<file path="src/rtl/wb_regfile_pkg.sv">
// Shared pipeline constants: load funct3 codes, writeback select, default widths.
// No logic; pure definitions.
// Imported by the writeback stage and any load-forwarding logic.
package wb_regfile_pkg;

  localparam int DEF_DATA_W = 32;
  localparam int DEF_ADDR_W = 5;

  localparam logic WB_SEL_ALU = 1'b0;
  localparam logic WB_SEL_LD  = 1'b1;

  typedef enum logic [2:0] {
    F3_LB  = 3'b000,
    F3_LH  = 3'b001,
    F3_LW  = 3'b010,
    F3_LBU = 3'b100,
    F3_LHU = 3'b101
  } ld_funct3_e;

endpackage

</file>
<file path="src/rtl/wb_regfile_if.sv">
// Bundle of WB-stage inputs, decode read ports and status outputs.
// Master is the pipeline side, slave is the writeback/register-file block.
// Purely combinational signal grouping; no handshake beyond wb_valid.
interface wb_regfile_if #(
  parameter int DATA_W = 32,
  parameter int ADDR_W = 5,
  parameter int CNT_W  = 32
) ();

  logic              wb_valid;
  logic              wb_we;
  logic              wb_sel;
  logic [2:0]        wb_funct3;
  logic [ADDR_W-1:0] wb_rd;
  logic [DATA_W-1:0] alu_out_in;
  logic [DATA_W-1:0] ld_data_in;
  logic [ADDR_W-1:0] rs1_addr;
  logic [ADDR_W-1:0] rs2_addr;
  logic [DATA_W-1:0] rs1_data;
  logic [DATA_W-1:0] rs2_data;
  logic [DATA_W-1:0] wb_data;
  logic              wb_commit;
  logic              wb_err;
  logic [CNT_W-1:0]  retire_cnt;

  modport master (
    output wb_valid, wb_we, wb_sel, wb_funct3, wb_rd, alu_out_in, ld_data_in,
           rs1_addr, rs2_addr,
    input  rs1_data, rs2_data, wb_data, wb_commit, wb_err, retire_cnt
  );

  modport slave (
    input  wb_valid, wb_we, wb_sel, wb_funct3, wb_rd, alu_out_in, ld_data_in,
           rs1_addr, rs2_addr,
    output rs1_data, rs2_data, wb_data, wb_commit, wb_err, retire_cnt
  );

endinterface

</file>
<file path="src/rtl/wb_regfile_load_align.sv">
// Load aligner: picks byte/halfword/word at the byte offset and sign/zero extends.
// Latency: combinational.
// Backpressure: none; flags misaligned offsets and unknown funct3 via err.
module wb_regfile_load_align
  import wb_regfile_pkg::*;
#(
  parameter int DATA_W = DEF_DATA_W
) (
  input  logic [DATA_W-1:0] ld_data,
  input  logic [1:0]        off,
  input  logic [2:0]        funct3,
  output logic [DATA_W-1:0] data,
  output logic              err
);

  logic [7:0]  byte_v;
  logic [15:0] half_v;

  // Little-endian lanes; halfword uses off[1] only, off[0] must be zero.
  assign byte_v = ld_data[{off, 3'b000} +: 8];
  assign half_v = ld_data[{off[1], 4'b0000} +: 16];

  // Extension and legality per load width.
  always_comb begin
    data = '0;
    err  = 1'b0;
    case (funct3)
      F3_LB:  data = {{(DATA_W-8){byte_v[7]}}, byte_v};
      F3_LBU: data = {{(DATA_W-8){1'b0}}, byte_v};
      F3_LH: begin
        data = {{(DATA_W-16){half_v[15]}}, half_v};
        err  = off[0];
      end
      F3_LHU: begin
        data = {{(DATA_W-16){1'b0}}, half_v};
        err  = off[0];
      end
      F3_LW: begin
        data = ld_data;
        err  = (off != 2'b00);
      end
      default: err = 1'b1;
    endcase
  end

endmodule

</file>
<file path="src/rtl/wb_regfile.sv">
// Writeback select + 32-entry register file (x0 = 0) with bypassed read ports and retire counter.
// Latency: reads/wb_data combinational; writes land on the next rising edge.
// Backpressure: none; every valid WB instruction is consumed each cycle.
module wb_regfile
  import wb_regfile_pkg::*;
#(
  parameter int DATA_W = DEF_DATA_W,
  parameter int ADDR_W = DEF_ADDR_W,
  parameter int CNT_W  = 32
) (
  input  logic         clk,
  input  logic         rst,
  wb_regfile_if.slave  bus
);

  localparam int DEPTH = 2 ** ADDR_W;

  logic [DATA_W-1:0] regs [DEPTH];
  logic [DATA_W-1:0] ld_aligned;
  logic              ld_err;
  logic [DATA_W-1:0] wb_data_c;
  logic              err_c;
  logic              commit_c;
  logic [CNT_W-1:0]  retire_q;

  wb_regfile_load_align #(.DATA_W(DATA_W)) u_load_align (
    .ld_data (bus.ld_data_in),
    .off     (bus.alu_out_in[1:0]),
    .funct3  (bus.wb_funct3),
    .data    (ld_aligned),
    .err     (ld_err)
  );

  assign wb_data_c = (bus.wb_sel == WB_SEL_LD) ? ld_aligned : bus.alu_out_in;

  // Status is forced low during reset, which also disables the bypass path.
  assign err_c    = rst & bus.wb_valid & bus.wb_we & (bus.wb_sel == WB_SEL_LD) & ld_err;
  assign commit_c = rst & bus.wb_valid & bus.wb_we & (bus.wb_rd != '0) & ~err_c;

  assign bus.wb_data    = wb_data_c;
  assign bus.wb_err     = err_c;
  assign bus.wb_commit  = commit_c;
  assign bus.retire_cnt = retire_q;

  // x0 is never written (commit excludes rd==0), so it holds its reset zero.
  assign bus.rs1_data = (bus.rs1_addr == '0) ? '0 :
                        (commit_c && bus.rs1_addr == bus.wb_rd) ? wb_data_c :
                        regs[bus.rs1_addr];
  assign bus.rs2_data = (bus.rs2_addr == '0) ? '0 :
                        (commit_c && bus.rs2_addr == bus.wb_rd) ? wb_data_c :
                        regs[bus.rs2_addr];

  // Architectural register array: cleared on reset, one write per committed instruction.
  always_ff @(posedge clk or negedge rst) begin
    if (!rst) begin
      for (int i = 0; i < DEPTH; i++) regs[i] <= '0;
    end else if (commit_c) begin
      regs[bus.wb_rd] <= wb_data_c;
    end
  end

  // Retire counter: every valid WB instruction counts, wrapping naturally.
  always_ff @(posedge clk or negedge rst) begin
    if (!rst)              retire_q <= '0;
    else if (bus.wb_valid) retire_q <= retire_q + CNT_W'(1);
  end

endmodule

</file>
<file path="src/flat_wrapper.sv">
// flat-port wrapper written by rule: the top's interface ports become plain ports
module wb_regfile_flat import wb_regfile_pkg::*;
#(
  parameter int DATA_W = DEF_DATA_W,
  parameter int ADDR_W = DEF_ADDR_W,
  parameter int CNT_W  = 32
)
  (clk, rst, bus_wb_valid, bus_wb_we, bus_wb_sel, bus_wb_funct3, bus_wb_rd, bus_alu_out_in, bus_ld_data_in, bus_rs1_addr, bus_rs2_addr, bus_rs1_data, bus_rs2_data, bus_wb_data, bus_wb_commit, bus_wb_err, bus_retire_cnt);
  wb_regfile_if #(.DATA_W(DATA_W), .ADDR_W(ADDR_W), .CNT_W(CNT_W)) bus_i ();
  input  logic clk;
  input  logic rst;
  input wire logic [$bits(bus_i.wb_valid)-1:0] bus_wb_valid;
  input wire logic [$bits(bus_i.wb_we)-1:0] bus_wb_we;
  input wire logic [$bits(bus_i.wb_sel)-1:0] bus_wb_sel;
  input wire logic [$bits(bus_i.wb_funct3)-1:0] bus_wb_funct3;
  input wire logic [$bits(bus_i.wb_rd)-1:0] bus_wb_rd;
  input wire logic [$bits(bus_i.alu_out_in)-1:0] bus_alu_out_in;
  input wire logic [$bits(bus_i.ld_data_in)-1:0] bus_ld_data_in;
  input wire logic [$bits(bus_i.rs1_addr)-1:0] bus_rs1_addr;
  input wire logic [$bits(bus_i.rs2_addr)-1:0] bus_rs2_addr;
  output wire logic [$bits(bus_i.rs1_data)-1:0] bus_rs1_data;
  output wire logic [$bits(bus_i.rs2_data)-1:0] bus_rs2_data;
  output wire logic [$bits(bus_i.wb_data)-1:0] bus_wb_data;
  output wire logic [$bits(bus_i.wb_commit)-1:0] bus_wb_commit;
  output wire logic [$bits(bus_i.wb_err)-1:0] bus_wb_err;
  output wire logic [$bits(bus_i.retire_cnt)-1:0] bus_retire_cnt;
  assign bus_i.wb_valid = bus_wb_valid;
  assign bus_i.wb_we = bus_wb_we;
  assign bus_i.wb_sel = bus_wb_sel;
  assign bus_i.wb_funct3 = bus_wb_funct3;
  assign bus_i.wb_rd = bus_wb_rd;
  assign bus_i.alu_out_in = bus_alu_out_in;
  assign bus_i.ld_data_in = bus_ld_data_in;
  assign bus_i.rs1_addr = bus_rs1_addr;
  assign bus_i.rs2_addr = bus_rs2_addr;
  assign bus_rs1_data = bus_i.rs1_data;
  assign bus_rs2_data = bus_i.rs2_data;
  assign bus_wb_data = bus_i.wb_data;
  assign bus_wb_commit = bus_i.wb_commit;
  assign bus_wb_err = bus_i.wb_err;
  assign bus_retire_cnt = bus_i.retire_cnt;
  wb_regfile #(.DATA_W(DATA_W), .ADDR_W(ADDR_W), .CNT_W(CNT_W)) u_core (.clk(clk), .rst(rst), .bus(bus_i));
endmodule
</file>
<file path="config.mk">
export PLATFORM = sky130hd
export DESIGN_NAME = wb_regfile_flat
export DESIGN_NICKNAME = d
export VERILOG_FILES = /design/src/rtl/wb_regfile_pkg.sv /design/src/rtl/wb_regfile_if.sv /design/src/rtl/wb_regfile_load_align.sv /design/src/rtl/wb_regfile.sv /design/src/flat_wrapper.sv
export SDC_FILE = /design/constraint.sdc
export NUM_CORES = 2
export LEC_CHECK = 0
export CAP_MARGIN = 20
export CELL_PAD_IN_SITES_DETAIL_PLACEMENT = 0
export CELL_PAD_IN_SITES_GLOBAL_PLACEMENT = 1
export CORE_MARGIN = 4
export CORE_UTILIZATION = 50
export DETAILED_ROUTE_END_ITERATION = 8
export GPL_ROUTABILITY_DRIVEN = 0
export PLACE_DENSITY = 0.82
export SLEW_MARGIN = 20
export SYNTH_ARGS = -nofsm -noshare
export SYNTH_HDL_FRONTEND = slang
export SYNTH_SLANG_ARGS = --single-unit
</file>
<file path="constraint.sdc">
create_clock -name clk -period 4.31 [get_ports clk]
set_clock_uncertainty 0.05 [all_clocks]
set_input_delay 0.862 -clock clk [delete_from_list [all_inputs] [get_ports clk]]
set_output_delay 0.862 -clock clk [all_outputs]
set_load 0.005 [all_outputs]
</file>
## Yosys cells after proc, flatten, opt, wreduce, memory -nomap -nowiden

Index checks and enable logic that the tools add are counted.

- Add/subtract/negate cells: 1
- $lt $le $gt $ge: 4
- Eq/ne operators: 6
- Shift operators: 2
- Mux-type cells: 16
- Bitwise logic cells: 10
- Reduce and logical (&&, ||, !) cells: 10

Operator list:

| kind | number |
|---|---|
| bitwise mux 1024 bit | 1 |
| binary-select mux 32 bit (select 5 bit) | 2 |
| 2-to-1 mux 32 bit | 10 |
| demux 32 bit (select 5 bit) | 1 |
| one-hot mux 32 bit (5 select lines) | 1 |
| adder 32 x 1 -> 32 bit (second input constant) | 1 |
| variable part select 32 x 6 -> 16 bit | 1 |
| variable part select 32 x 6 -> 8 bit | 1 |
| >= comparator 6 bit (second input constant) | 3 |
| NOT 5 -> 6 bit | 3 |
| equality test 5 bit | 2 |
| logical NOT 5 bit | 2 |
| bitwise AND 1 bit | 6 |
| equality test 3 bit (second input constant) | 2 |
| less-than comparator 6 x 1 -> 1 bit (second input constant) | 1 |
| nonzero test 5 bit | 1 |
| OR reduction 2 bit | 2 |
| equality test 3 x 1 -> 1 bit (second input constant) | 1 |
| equality test 3 x 2 -> 1 bit (second input constant) | 1 |
| logical AND 1 bit | 3 |
| logical NOT 3 bit | 1 |
| one-hot mux 1 bit (3 select lines) | 1 |
| nonzero test 2 bit | 1 |
| NOT 1 bit | 1 |

- Bits in registers: 1056
- Input bits: 87
- Word-level logic and storage cells: 82

## Longest topological paths before layout

- Depth after elaboration: 9
- Gate-level depth with buffers: 9

## Hierarchy

A second synthesis with hierarchy kept.

- Cell total of the unflattened synthesis: 5296
- Area, all modules: 55695.9 um2

By module, submodules not included:

| module | instances | cells an instance | area an instance (um2) | seq. area each (um2) |
|---|---|---|---|---|
| wb_regfile | 1 | 5200 | 54991.5 | 26425.3 |
| wb_regfile_load_align | 1 | 96 | 704.4 | 0.0 |

## Worst setup path after synthesis

No wires, ideal clock.

- Kind: input to output
- Start point: input port bus_rs2_addr[0]
- End point: output port bus_rs2_data[0]
- Arrival time: 2.873 ns
- Required time: 3.398 ns
- Path slack: 0.525 ns
- Cell stages on the path: 8
- Path buffers: 4
- Cell sequence: buf_2 > buf_2 > buf_2 > buf_2 > mux4_2 > mux2_2 > o2111ai_1 > o221ai_1

- Word-level cells in the longest chain between the ends: 6
- Elaborated cells on any way between the ends: 9
- Those cells by class: eq/ne: 1; mux: 5; bitwise: 1; reduce/logical: 2

Ends and longest elaborated chain:

| what | line | source |
|---|---|---|
| from (decl) | flat_wrapper.sv:20 | `input wire logic [$bits(bus_i.rs2_addr)-1:0] bus_rs2_addr;` |
| NOT 5 -> 6 bit (not written as such) | wb_regfile.sv:51 | `regs[bus.rs2_addr];` |
| binary-select mux 32 bit (select 5 bit) | wb_regfile.sv:51 |  |
| 2-to-1 mux 32 bit (not written as such) (2 in series) | wb_regfile.sv:51 |  |
| 2-to-1 mux 32 bit | wb_regfile.sv:50 | `(commit_c && bus.rs2_addr == bus.wb_rd) ? wb_data_c :` |
| 2-to-1 mux 32 bit (*) | wb_regfile.sv:49 | `assign bus.rs2_data = (bus.rs2_addr == '0) ? '0 :` |
| to (decl) | flat_wrapper.sv:22 | `output wire logic [$bits(bus_i.rs2_data)-1:0] bus_rs2_data;` |

Every way passes the cells marked *; elsewhere a longest branch is shown, timed or not. The select of a mux whose other input is x is not followed.

## Worst setup path after layout

- Start point: input port bus_wb_funct3[1]
- End point: output port bus_wb_data[30]

- Word-level cells in the longest chain between the ends: 3
- Elaborated cells on any way between the ends: 7
- Those cells by class: eq/ne: 4; mux: 2; reduce/logical: 1

Ends and longest elaborated chain:

| what | line | source |
|---|---|---|
| from (decl) | flat_wrapper.sv:15 | `input wire logic [$bits(bus_i.wb_funct3)-1:0] bus_wb_funct3;` |
| equality test 3 x 2 -> 1 bit, or another cell as far along | wb_regfile_load_align.sv:27 | `case (funct3)` |
| one-hot mux 32 bit (5 select lines) (*) | wb_regfile_load_align.sv:27 |  |
| 2-to-1 mux 32 bit (*) | wb_regfile.sv:34 | `assign wb_data_c = (bus.wb_sel == WB_SEL_LD) ? ld_aligned : bus.alu_out_in;` |
| to (decl) | flat_wrapper.sv:23 | `output wire logic [$bits(bus_i.wb_data)-1:0] bus_wb_data;` |

Every way passes the cells marked *; elsewhere a longest branch is shown, timed or not.

==> impl_summary.log <==
[metrics] Port Buffer Count: 216
[metrics] synthesized area divided by synthesized cell count: 11.19 sq um
[metrics] status: complete, no violations
[metrics] Clock Path Buffers: 3
[metrics] number of warning messages in the yosys log: 0
[metrics] detailed-route vias per instance: 6.640
[metrics] synthesis-to-layout area growth: 20.84%
[metrics] root buf cell: sky130_fd_sc_hd__clkbuf_16
[metrics] area occupied by registers: 26,430 sq um
[metrics] logic gate share of total power: 0.161
[metrics] Arr. time, crit path: 3380 ps
[metrics] Worst Tran Pin Value: 1113 ps
[metrics] number of enable flip-flop cells after synthesis: 0
[metrics] Finish-stage setup viols: 0
[metrics] number of search-and-repair iterations in the first detailed-routing pass: 7
[metrics] kind of critical path: in2out
[metrics] power per unit of standard cell area: 392.7 nW/um^2
[metrics] clock power share: 0.396
[metrics] total CTS buffers: 111
[metrics] worst-case register-to-register setup slack: 1900 ps
[metrics] final hold vios: 0
[metrics] fraction of registers with async set or reset after synthesis: 1.000
[metrics] worst setup path endpoint: bus_wb_data[30]
[metrics] I/O pin count: 217
[metrics] maximum VDD drop: 0.0003309 V
[metrics] top cell type's share of synthesized area: 0.4891
[metrics] number of antenna violations at the first check in global routing: 2
[metrics] later-pin clock latency in the skew report: 690 ps
[metrics] met1 layer usage reported by global route: 0.4674
[metrics] power spent charging and discharging nets: 6904 uW
[metrics] Finished Cell Area: 65,290 sq um
[metrics] number of vias in the routed layout: 43,540
[metrics] share of the clock period used by the worst path: 0.9951
[metrics] vias in the first global route: 42,660
[metrics] sequential fraction of the synthesis area: 0.4891
[metrics] routed wirelength normalized by instance count: 29.58 um
[metrics] total routing usage reported by global routing: 0.3416
[metrics] Sw Share: 0.2693
[metrics] path class of the lowest-slack min-delay path: in2async
[metrics] placeable core region: 107,200 sq um
[metrics] area of the mapped netlist: 54,030 sq um
[metrics] Layout fillers: 8,493
[metrics] DRC: 0
[metrics] met2 global-route usage: 0.4924
[metrics] Clock Pin Slew Worst Setup and Hold Paths: 70 ps
[metrics] time the worst path needs with I/O delays and setup: 4289 ps
[metrics] number of design-rule violations left by the first detailed-router iteration: 5,273
[metrics] internal power of the cells: 18,740 uW
[metrics] Critical Path End Type: primary output
[metrics] initial cell density of the core: 0.5040
[metrics] sum of net half-perimeters after detailed placement: 122.3 mm
[metrics] proportion of layout cells with a drive suffix above 1: 0.2487
[metrics] Synth area leader: sky130_fd_sc_hd__dfrtp_1
[metrics] die area: 113,400 sq um
[metrics] kind of launch point of the worst setup path: input pin
[metrics] flip-flop cell with the highest count after synthesis: sky130_fd_sc_hd__dfrtp_1
[metrics] count of clock tree sinks: 1,056
[metrics] die boundary width: 336.7 um
[metrics] worst endpoint required time: 3400 ps
[metrics] largest net degree at the start of global routing: 183
[metrics] highest fanout seen on the critical path: 17
[metrics] maximum capacitance violations: 0
[metrics] number of distinct library cell variants in the gate-level netlist after synthesis: 56
[metrics] number of cell instances on the worst register-to-register path: 5
[metrics] met3 Track Usage GR: 0.1222
[metrics] launching instance or port of the critical path: bus_wb_funct3[1]
[metrics] flip-flop and latch count after synthesis: 1,056
[metrics] H-tree levels: 3
[metrics] Rows: 120
[metrics] final core utilization: 0.6090
[metrics] Sequential Power Share: 0.443
[metrics] die boundary height: 336.7 um
[metrics] Post-Synthesis Cells: 4,829
[metrics] Commonest cells post-synth: sky130_fd_sc_hd__dfrtp_1 (1,056), sky130_fd_sc_hd__nor2_1 (661), sky130_fd_sc_hd__a21oi_1 (651)
[metrics] highest clock rate: 233.2 MHz
[metrics] global-route wire length before repair: 284.0 mm
[metrics] standby leakage power: 0.02865 uW
[metrics] worst r2r dst: u_core.bus.retire_cnt[27]
[metrics] Final #Nets: 5,150
[metrics] total nets after synthesis: 4,917
[metrics] worst rel slew slack: 0.2580
[metrics] multi-input logic area: 25,900 sq um
[metrics] total placed instance area: 60,760 sq um
[metrics] gr busiest metal: met2
[metrics] largest cells by area after synthesis: sky130_fd_sc_hd__dfrtp_1 (49%), sky130_fd_sc_hd__mux4_2 (22%), sky130_fd_sc_hd__a21oi_1 (6.0%)
[metrics] most frequent cell after synthesis: sky130_fd_sc_hd__dfrtp_1
[metrics] Final Max Slew Viols: 0
[metrics] grt ovf: 0
[metrics] total routed wirelength: 194.0 mm
[metrics] FF-to-FF Start: u_core.bus.retire_cnt[13]
[metrics] TritonCTS clock tree: yes
[metrics] final antenna-violating net count: 0
==> layout by cell type, fill, tap and decap left out, types with 16 or more instances in the layout <==
cell	n
sky130_fd_sc_hd__o21ai_0	359
sky130_fd_sc_hd__dfrtp_1	1056
sky130_fd_sc_hd__o22ai_1	239
sky130_fd_sc_hd__buf_12	126
sky130_fd_sc_hd__inv_1	53
sky130_fd_sc_hd__xnor2_1	27
sky130_fd_sc_hd__a21oi_1	642
sky130_fd_sc_hd__clkinv_2	24
sky130_fd_sc_hd__buf_6	16
sky130_fd_sc_hd__clkdlybuf4s50_1	125
sky130_fd_sc_hd__mux2_2	22
sky130_fd_sc_hd__nand2_1	400
sky130_fd_sc_hd__clkbuf_16	117
sky130_fd_sc_hd__dlymetal6s2s_1	16
sky130_fd_sc_hd__a221oi_4	16
sky130_fd_sc_hd__nand3_1	19
sky130_fd_sc_hd__buf_4	284
sky130_fd_sc_hd__nand4_1	17
sky130_fd_sc_hd__clkbuf_8	26
sky130_fd_sc_hd__dlygate4sd2_1	60
sky130_fd_sc_hd__or4_1	37
sky130_fd_sc_hd__nor2_1	661
sky130_fd_sc_hd__mux2i_1	24
sky130_fd_sc_hd__mux4_2	523
sky130_fd_sc_hd__clkbuf_1	18
==> layer usage <==
metal	vias up	wire length [um]
li1	18220	-
met1	22130	73180
met2	2659	84500
met3	535	25950
met4	4	10070
met5	-	277
==> worst min path at each step <==
stage,slack [ps],end,from
global route,110,u_core.regs[193],rst
floorplan,390,u_core.regs[1000],u_core.regs[1000]
finish,100,u_core.regs[193],rst
global placement,330,u_core.regs[1006],u_core.regs[1006]
detailed placement,330,u_core.regs[1022],u_core.regs[1022]
CTS,80,u_core.regs[229],rst
==> repair_timing <==
item	4_1_cts	5_1_grt
endpoints found under the setup margin	91	31
cloned	3	2
gates resized for setup	118	31
setup buffers	25	17
hold buffers	0	0
pin swaps	17	8
==> kinds of logic after synthesis <==
kind of cell    after synthesis  share of synthesized area
fa+ha+maj                     1                  0.0002315
flops                      1056                     0.4891
compound gates             1345                     0.1377
simple gates               1233                    0.09625
xor+xnor                     41                   0.006647
buf+inv                     584                    0.04305
mux                         569                     0.2270
==> through the flow <==
| stage | setup TNS [ps] | power, uW | cells | worst slack (ps) | hold WS (ps) |
|---|---|---|---|---|---|
| 3_3_place_gp | -46130 | 15430 | 6307 | -789.3 | 326.9 |
| 2_1_floorplan | 0 | 13720 | 4829 | 525.4 | 391.3 |
| 3_5_place_dp | -47770 | 15580 | 6307 | -813.7 | 333.0 |
| 6_report | 0 | 25640 | 6558 | 21.29 | 103.9 |
| 4_1_cts | -23.38 | 25650 | 6538 | -23.38 | 77.41 |
| 5_1_grt | -15.35 | 26540 | 6557 | -11.14 | 111.7 |
==> flip-flops by register name, indices dropped and copies added, names as in the netlist <==
register and count:
u_core.regs 1024, u_core.bus.retire_cnt 32
==> power by group through the flow <==
| stage | clock network, uW | logic [uW] | registers [uW] |
|---|---|---|---|
| final | 10100 | 4120 | 11400 |
| after global routing | 10700 | 4430 | 11500 |
| after CTS | 10200 | 4080 | 11300 |
| after detailed placement | 0 | 4080 | 11500 |
| after global placement | 0 | 3990 | 11400 |
| after floorplan | 0 | 2410 | 11300 |
==> layout make-up <==
cell class                      instances  share of cell area
Antenna cell                            1          0.00003833
Sequential cell                      1056              0.4047
Clock buffer                          159             0.05059
Timing Repair Buffer                  650              0.1095
Multi-Input combinational cell       3189              0.3968
Tap cell                             1403             0.02689
Inverter                               54            0.003105
Clock inverter                         46            0.008394
==> worst max-delay path, stage by stage <==
cell                              delay [ps]
sky130_fd_sc_hd__dlygate4sd2_1           270
sky130_fd_sc_hd__buf_6                   150
sky130_fd_sc_hd__or4_4                   560
sky130_fd_sc_hd__a211oi_4                370
sky130_fd_sc_hd__buf_12                  240
sky130_fd_sc_hd__a221oi_4                100
sky130_fd_sc_hd__buf_6                   210
sky130_fd_sc_hd__inv_1                    70
sky130_fd_sc_hd__clkdlybuf4s50_1         520
Power figures use the tool's default switching activity.
